File: src/rtl/cpu_stream_arbiter.sv
// ----------------------------------------------------------------------------
// cpu_stream_arbiter
//
// Merges CPU_NB per-CPU valid/ready input streams into one registered output
// stream. Lanes are granted round-robin, one beat per cycle, with a single
// output register that can accept a new beat in the same cycle the held beat
// leaves (full throughput while out_rdy stays high). Each lane also counts
// the beats it has delivered downstream and raises a sticky done flag once
// TRANSACTION_NB beats have gone out.
//
// Ports
//   clk       : single clock, all state on the rising edge
//   rst       : synchronous, active-high reset
//   in_vld    : [CPU_NB]        per-lane valid
//   in_data   : [CPU_NB*DATA_W] lane i payload at [i*DATA_W +: DATA_W]
//   in_rdy    : [CPU_NB]        per-lane ready (combinational, one-hot or 0)
//   out_vld   : merged stream valid (registered)
//   out_data  : [DATA_W]        merged payload (registered)
//   out_idx   : [IDX_W]         source lane of out_data (registered)
//   out_rdy   : downstream ready
//   done      : [CPU_NB]        per-lane "TRANSACTION_NB beats delivered"
//   all_done  : AND of all done bits
// ----------------------------------------------------------------------------
module cpu_stream_arbiter #(
    parameter  int CPU_NB         = 4,
    parameter  int DATA_W         = 64,
    parameter  int TRANSACTION_NB = 1000,
    localparam int IDX_W          = (CPU_NB > 1) ? $clog2(CPU_NB) : 1
) (
    input  logic                     clk,
    input  logic                     rst,
    input  logic [CPU_NB-1:0]        in_vld,
    input  logic [CPU_NB*DATA_W-1:0] in_data,
    output logic [CPU_NB-1:0]        in_rdy,
    output logic                     out_vld,
    output logic [DATA_W-1:0]        out_data,
    output logic [IDX_W-1:0]         out_idx,
    input  logic                     out_rdy,
    output logic [CPU_NB-1:0]        done,
    output logic                     all_done
);

    localparam logic [31:0]      CNT_MAX   = 32'(TRANSACTION_NB);
    localparam logic [IDX_W-1:0] LAST_LANE = IDX_W'(CPU_NB - 1);

    logic [IDX_W-1:0]  ptr;
    logic [IDX_W-1:0]  grant;
    logic [IDX_W-1:0]  lane;
    logic              found;
    logic              any_vld;
    logic              load;
    logic              in_hs;
    logic              out_hs;
    logic [DATA_W-1:0] grant_data;
    logic [31:0]       cnt [CPU_NB];

    // Output register is free when empty or when its beat leaves this cycle.
    assign load    = !out_vld || out_rdy;
    assign any_vld = |in_vld;
    assign out_hs  = out_vld && out_rdy;

    // Round-robin search: first valid lane after the last granted one.
    // ptr starts at the last lane so lane 0 wins the first grant.
    always_comb begin
        grant = ptr;
        found = 1'b0;
        lane  = '0;
        for (int k = 1; k <= CPU_NB; k++) begin
            lane = IDX_W'((int'(ptr) + k) % CPU_NB);
            if (!found && in_vld[lane]) begin
                grant = lane;
                found = 1'b1;
            end
        end
    end

    assign grant_data = in_data[int'(grant)*DATA_W +: DATA_W];

    // grant only points at a valid lane when any_vld is set, so the single
    // asserted bit already implies in_vld for that lane.
    always_comb begin
        in_rdy = '0;
        if (!rst && load && any_vld) begin
            in_rdy[grant] = 1'b1;
        end
    end

    assign in_hs = |in_rdy;

    // Output register and arbitration pointer. A reset during a stall simply
    // drops the held beat; it never reaches out_hs, so no count is taken.
    always_ff @(posedge clk) begin
        if (rst) begin
            out_vld  <= 1'b0;
            out_data <= '0;
            out_idx  <= '0;
            ptr      <= LAST_LANE;
        end else if (load) begin
            out_vld <= in_hs;
            if (in_hs) begin
                out_data <= grant_data;
                out_idx  <= grant;
                ptr      <= grant;
            end
        end
    end

    // Per-lane delivered-beat counters, saturating at TRANSACTION_NB.
    // done follows the counter by one cycle and is sticky until reset.
    always_ff @(posedge clk) begin
        if (rst) begin
            for (int i = 0; i < CPU_NB; i++) begin
                cnt[i] <= '0;
            end
            done <= '0;
        end else begin
            for (int i = 0; i < CPU_NB; i++) begin
                if (out_hs && (out_idx == IDX_W'(i)) && (cnt[i] != CNT_MAX)) begin
                    cnt[i] <= cnt[i] + 32'd1;
                end
                if (cnt[i] == CNT_MAX) begin
                    done[i] <= 1'b1;
                end
            end
        end
    end

    assign all_done = &done;

endmodule

File: config.mk
export PLATFORM = sky130hd
export DESIGN_NAME = cpu_stream_arbiter
export DESIGN_NICKNAME = d
export VERILOG_FILES = /design/src/rtl/cpu_stream_arbiter.sv
export SDC_FILE = /design/constraint.sdc
export NUM_CORES = 1
export LEC_CHECK = 0
export BUFFER_PORTS_ARGS = -buffer_cell sky130_fd_sc_hd__clkbuf_2
export CAP_MARGIN = 15
export CORE_MARGIN = 1.5
export CORE_UTILIZATION = 40
export DETAILED_ROUTE_END_ITERATION = 16
export GPL_ROUTABILITY_DRIVEN = 0
export GPL_TIMING_DRIVEN = 0
export PLACE_DENSITY = 0.72
export SLEW_MARGIN = 15
export SYNTH_ARGS = -nofsm -noshare
export SYNTH_HDL_FRONTEND = slang
export SYNTH_SLANG_ARGS = --single-unit
File: constraint.sdc
create_clock -name clk -period 3 [get_ports clk]
set_clock_uncertainty 0.15 [all_clocks]
set_input_delay 0 -clock clk [delete_from_list [all_inputs] [get_ports clk]]
set_output_delay 0 -clock clk [all_outputs]
set_load 0.005 [all_outputs]
Word level (Yosys, flattened, before mapping)
Memories as Yosys holds them, arrays and structs flattened.
Index checks and enable logic that the tools add are counted.
{"block": "totals", "regBits": 73, "latchBits": 0, "mem_bits_rw": 128, "mem_bits_ro": 0, "output_inout_bits": 76, "word_cells": 101, "n_memories": 1}
{"memory": "cnt", "depth": 4, "width": 32, "read_ports": 4, "rd_ports_with_merged_regs": 0, "wr": 4, "line_no": "55", "source": "logic [31:0] cnt [CPU_NB];"}
{"block": "op_classes", "n_addsub": 8, "n_mul": 0, "div": 0, "n_lt_le_gt_ge": 6, "n_eq_ne": 11, "n_shift": 1, "mux": 36, "bitwise_logic": 4, "reduce_logical": 26}
{"cell": "$shiftx A256 B9 Y64", "n": 1}
{"cell": "$add A32 B1 Y32 const B", "n": 4}
{"cell": "$eq A32 B10 Y1 const B", "n": 4}
{"cell": "$mux W32", "n": 4}
{"cell": "$ne A32 B10 Y1 const B", "n": 4}
{"cell": "$mux W1", "n": 22}
{"cell": "$logic_and A1 B1 Y1", "n": 15}
{"cell": "$lt A2 B3 Y1 const B", "n": 5}
{"cell": "$bmux W1 S2", "n": 4}
{"cell": "$mux W2", "n": 4}
{"cell": "$reduce_or A4 Y1", "n": 2}
{"cell": "$logic_not A1 Y1", "n": 5}
{"cell": "$add A2 B1 Y2 const B", "n": 2}
{"cell": "$add A2 B2 Y2 const B", "n": 2}
{"cell": "$eq A2 B2 Y1 const B", "n": 2}
{"cell": "$mux W4", "n": 1}
{"cell": "$or A1 B1 Y1", "n": 4}
{"cell": "$reduce_and A4 Y1", "n": 1}
{"cell": "$demux W1 S2", "n": 1}
{"cell": "$eq A2 B1 Y1 const B", "n": 1}
{"cell": "$ge A2 B1 Y1 const B", "n": 1}
{"cell": "$logic_not A2 Y1", "n": 1}
{"cell": "$reduce_and A2 Y1", "n": 1}
{"cell": "$logic_or A1 B1 Y1", "n": 1}

Depth between registers and ports, before layout
{"block": "logic_depth", "word_depth": 20, "mapped_depth": 9, "depth_no_buf": 7}

Worst setup path before layout
No wires, ideal clock.
{"block": "synth_timing", "kind": "register to register", "from": "memory cnt[0][0]", "to": "memory cnt[0][0] (enable)", "setup_ns": 0.428, "t_arrival_ns": 2.491, "required_time_ns": 2.422, "path_slack_ns": -0.070, "path_stages_with_launch": 7, "period_less_slack_ns": 3.070, "path_cell_list": "edfxtp_1 inv_1 ha_1 nor4b_1 nand4b_1 o21ai_0 o21bai_1"}
{"element": "start, declared", "line_no": "55"}

Worst setup path in the final report
{"block": "layout_timing", "from": "register ptr[0]", "to": "register out_data[35]"}
{"block": "layout_via", "elab_chain_len": 20, "elab_cells_between_ends": 34, "classes_between": "4 x add/sub; 2 x order compare; 1 x shift; 18 x mux; 9 x reduce/logical"}
{"element": "start, declared", "line_no": "46", "source": "logic [IDX_W-1:0] ptr;"}
{"element": "start signal, assigned", "line_no": "103", "source": "ptr <= grant;"}
{"element": "$add A2 B1 Y2", "line_no": "69", "source": "lane = IDX_W'((int'(ptr) + k) % CPU_NB);"}
{"element": "$bmux W1 S2", "line_no": "70", "source": "if (!found && in_vld[lane]) begin"}
{"element": "$mux W1 (implied by the code)", "line_no": "70"}
{"element": "$mux W1", "line_no": "70"}
{"element": "$logic_not A1 Y1", "line_no": "70"}
{"element": "$logic_and A1 B1 Y1", "line_no": "70"}
{"element": "$mux W1", "line_no": "70"}
{"element": "$logic_not A1 Y1", "line_no": "70"}
{"element": "[... 4 more ...]"}
{"element": "$mux W2 (*)", "line_no": "70"}
{"element": "$lt A2 B3 Y1 (implied by the code) / $ge A2 B1 Y1 (equally long branches)", "line_no": "84", "source": "in_rdy[grant] = 1'b1;"}
{"element": "$logic_and A1 B1 Y1 (implied by the code)", "line_no": "84"}
{"element": "$mux W1 (implied by the code)", "line_no": "84"}
{"element": "$demux W1 S2", "line_no": "84"}
{"element": "$mux W4", "line_no": "83", "source": "if (!rst && load && any_vld) begin"}
{"element": "$reduce_or A4 Y1", "line_no": "88", "source": "assign in_hs = |in_rdy;"}
{"element": "$reduce_and A2 Y1 (no source line)"}
{"element": "end signal, assigned", "line_no": "101", "source": "out_data <= grant_data;"}
{"element": "end, declared", "line_no": "36", "source": "output logic [DATA_W-1:0] out_data,"}
Every way passes the cells marked *; elsewhere a longest branch is shown, timed or not. The select of a mux whose other input is x is not followed.
A chain may end at the register's enable or synchronous reset.

==> flow_summary.json <==
{
  "synth_commonest_cells": "sky130_fd_sc_hd__nor2_1, sky130_fd_sc_hd__edfxtp_1, sky130_fd_sc_hd__xor2_1",
  "postLayoutCellArea_mm2": 0.0177,
  "critical_path_required_ns": 3.25,
  "area_of_combinational_cells_with_multiple_inputs_mm2": 0.00634,
  "first_global_vias": 12600,
  "floorplan.die.width_um": 177,
  "timing.setup.critical_path_class": "reg -> reg",
  "post_synth_instance_area_mm2": 0.0121,
  "synthDominantCellAreaShare": 0.319,
  "path_clk_slew_ns": 0.06,
  "hold_slack_ns": 0.0314,
  "via_count": 12400,
  "clk_path_buf_depth": 3,
  "wirelength_mm": 43.3,
  "grt-busiest-layer": "met2",
  "synth.avg_cell_area_um2": 10.1,
  "place.port_buffers": 337,
  "route.detailed.wl_per_inst_um": 19.5,
  "cts_tree": "yes",
  "viasPerCell": 5.56,
  "cp_data_arrival_time_ns": 3.18,
  "grt_pass1_wl_mm": 66.4,
  "clkSinkCount": 201,
  "crit_chain": "nor2b_1 > o21ba_2 > nor3_4 > buf_4 > buf_6 > mux2i_1 > dlygate4sd3_1 > a211oi_1 > dlygate4sd3_1",
  "cts-buffers-inserted": 25,
  "firstDrtPassIters": 5,
  "grt_antenna_before_repair": 10,
  "achievable-frequency_mhz": 341,
  "drc": 0,
  "dieHeight_um": 177,
  "pre_cts_slack_ns": 0.132,
  "ys_ff_latch": 201,
  "crit_slowest_cell": "sky130_fd_sc_hd__dlygate4sd3_1",
  "async_reset_ff_frac": 0,
  "slew-limit-headroom": 0.393,
  "groute.layer.met3.usage": 0.0505,
  "register_area_mm2": 0.00531,
  "synth.most_common_cell": "sky130_fd_sc_hd__nor2_1",
  "maxCapViolations": 0,
  "status": "complete, no violations",
  "globalRouteMet2Util": 0.475,
  "global_route.usage.met1": 0.308,
  "synth.net_count": 1468,
  "critical_path.top_delay_family": "buffers and inverters",
  "flip_flop_cell_with_the_highest_count_after_synthesis": "sky130_fd_sc_hd__edfxtp_1",
  "seq_area_frac_synth": 0.440,
  "cts-htree-levels": 1,
  "p_per_area_mw_per_mm2": 467,
  "final_critical_path_setup_slack_ns": 0.0680,
  "antenna_left": 0,
  "die_area_mm2": 0.0312,
  "critical_path.max_fanout": 9,
  "endpoint_kind": "flop",
  "netlist.top_cell.by_area": "sky130_fd_sc_hd__edfxtp_1",
  "final_critical_path_time_including_i_o_delays_and_setup_ns": 2.93,
  "dp.final_hpwl_mm": 29.7,
  "drive_above_1_share": 0.269,
  "post_dp_cell_area_mm2": 0.0143,
  "globalRouteOverflowTotal": 0,
  "cp.buffers_inverters": 4,
  "report.final.setup_viol": 0,
  "fp-row-count": 63,
  "gr-usage-all-layers": 0.272,
  "leakage_nw": 7.28,
  "synthCells": 1197,
  "startpoint_type": "flop",
  "fillerInstances": 2408,
  "grt_start_max_net_pins": 33,
  "first_iteration_detailed_routing_drc_count": 908,
  "root_buffer": "sky130_fd_sc_hd__clkbuf_16",
  "setup-tns-final_ns": 0,
  "post_synth_main_area_contributors": "sky130_fd_sc_hd__edfxtp_1, sky130_fd_sc_hd__dfxtp_1, sky130_fd_sc_hd__xor2_1",
  "report.final.slew_viol_count": 0,
  "clk-insertion-delay-late_ns": 0.52,
  "count_of_boundary_i_o_pins": 339,
  "crit_path_frequent_cell": "sky130_fd_sc_hd__dlygate4sd3_1",
  "relative_area_change_from_synthesis_to_final_layout_pct": 46.7,
  "hold_path_class": "in -> reg",
  "synth.distinct_cells": 55,
  "final_net_count": 2077,
  "synth.yosys.warnings": 0,
  "post-route-period-util": 0.977,
  "max_stage_delay_ns": 0.61,
  "timing_worst_slew_pin_value_ns": 0.910,
  "vdd_ir_drop_max_mv": 0.390,
  "start_util": 0.407,
  "finalHoldViolations": 0,
  "core_region_area_mm2": 0.0296,
  "synth-edff-count": 128,
  "post-layout-total-power_mw": 8.27
}
==> through the flow <==
| stage | cells | util |
|---|---|---|
| global route | 2223 | 0.597 |
| CTS | 2208 | 0.593 |
| finish | 2223 | 0.597 |
| global placement | 1924 | 0.481 |
| detailed placement | 1926 | 0.483 |
| floorplan | 1197 | - |
==> worst paths after layout <==
| path | from | endpoint | slack (ns) | depth (start not counted) |
|---|---|---|---|---|
| setup / recovery | ptr[0] | out_data[35] | 0.07 | 9 |
| hold / removal | rst | ptr[1] | 0.03 | 4 |
| setup reg to reg | ptr[0] | out_data[35] | 0.07 | 9 |
| hold reg to reg | done[1] | done[1] | 0.35 | 2 |
==> layer usage <==
metal	share of wire	vias up
li1	-	5722
met1	0.38	5892
met2	0.50	590
met3	0.065	164
met4	0.063	2
met5	0.00030	-
==> flip-flops by register name, summed over array words and instances (netlist names) <==
name      count
cnt         128
out_vld       1
out_idx       2
ptr           2
out_data     64
done          4
==> cells in the final DEF, fill, tap and decap left out, types with 21 or more instances in the layout <==
cell / Yosys / routed
sky130_fd_sc_hd__a211oi_1: 64 / 64
sky130_fd_sc_hd__a221oi_1: 37 / 35
sky130_fd_sc_hd__a221oi_2: 27 / 29
sky130_fd_sc_hd__buf_2: 24 / 22
sky130_fd_sc_hd__clkbuf_1: 40 / 35
sky130_fd_sc_hd__clkbuf_16: 0 / 25
sky130_fd_sc_hd__clkbuf_2: 0 / 342
sky130_fd_sc_hd__dfxtp_1: 73 / 72
sky130_fd_sc_hd__dlygate4sd3_1: 0 / 237
sky130_fd_sc_hd__edfxtp_1: 128 / 128
sky130_fd_sc_hd__inv_1: 21 / 21
sky130_fd_sc_hd__mux2i_1: 64 / 64
sky130_fd_sc_hd__nand2_1: 47 / 47
sky130_fd_sc_hd__nand3_1: 51 / 51
sky130_fd_sc_hd__nand4_1: 48 / 48
sky130_fd_sc_hd__nor2_1: 151 / 151
sky130_fd_sc_hd__nor2b_1: 69 / 69
sky130_fd_sc_hd__nor4_1: 25 / 25
sky130_fd_sc_hd__o21bai_1: 68 / 66
sky130_fd_sc_hd__xnor2_1: 36 / 36
sky130_fd_sc_hd__xor2_1: 77 / 77
==> cell type report <==
cell class | instances | share of cell area
inverters | 21 | 0.00445
well taps | 390 | 0.0276
clock buffers | 26 | 0.0361
diodes | 9 | 0.00127
flip-flops and latches | 201 | 0.300
clock inverters | 19 | 0.0144
plain buffers | 78 | 0.0229
repair buffers | 582 | 0.235
multi-input cells | 897 | 0.358
==> power by group <==
group          leakage, nW  switching, mW  internal (mW)
sequential            1.94          0.173           3.13
clock                0.441           1.21           2.06
combinational         4.90          0.827          0.861
total                 7.28           2.21           6.05
==> worst register-to-register path, cell delays in order (launching register included) <==
cell and delay [ns]:
sky130_fd_sc_hd__dfxtp_2 0.35, sky130_fd_sc_hd__nor2b_1 0.06, sky130_fd_sc_hd__o21ba_2 0.25, sky130_fd_sc_hd__nor3_4 0.20
sky130_fd_sc_hd__buf_4 0.14, sky130_fd_sc_hd__buf_6 0.15, sky130_fd_sc_hd__mux2i_1 0.25, sky130_fd_sc_hd__dlygate4sd3_1 0.58
sky130_fd_sc_hd__a211oi_1 0.08, sky130_fd_sc_hd__dlygate4sd3_1 0.61
==> logic make-up after synthesis <==
logic type | share of synthesized area
buffers and inverters | 0.0386
flip-flops | 0.440
AO/OA/AOI/OAI | 0.157
AND/OR/NAND/NOR | 0.222
XOR/XNOR | 0.0821
adder cells (fa/ha/maj) | 0.00830
multiplexers | 0.0531
==> timing repair <==
action,in CTS,in global routing
endpoints found under the setup margin,0,30
hold endpoints to repair,67,0
hold buffers,237,0
resized for setup,0,24
setup buffers,0,5
(Power assumes the default switching activity.)
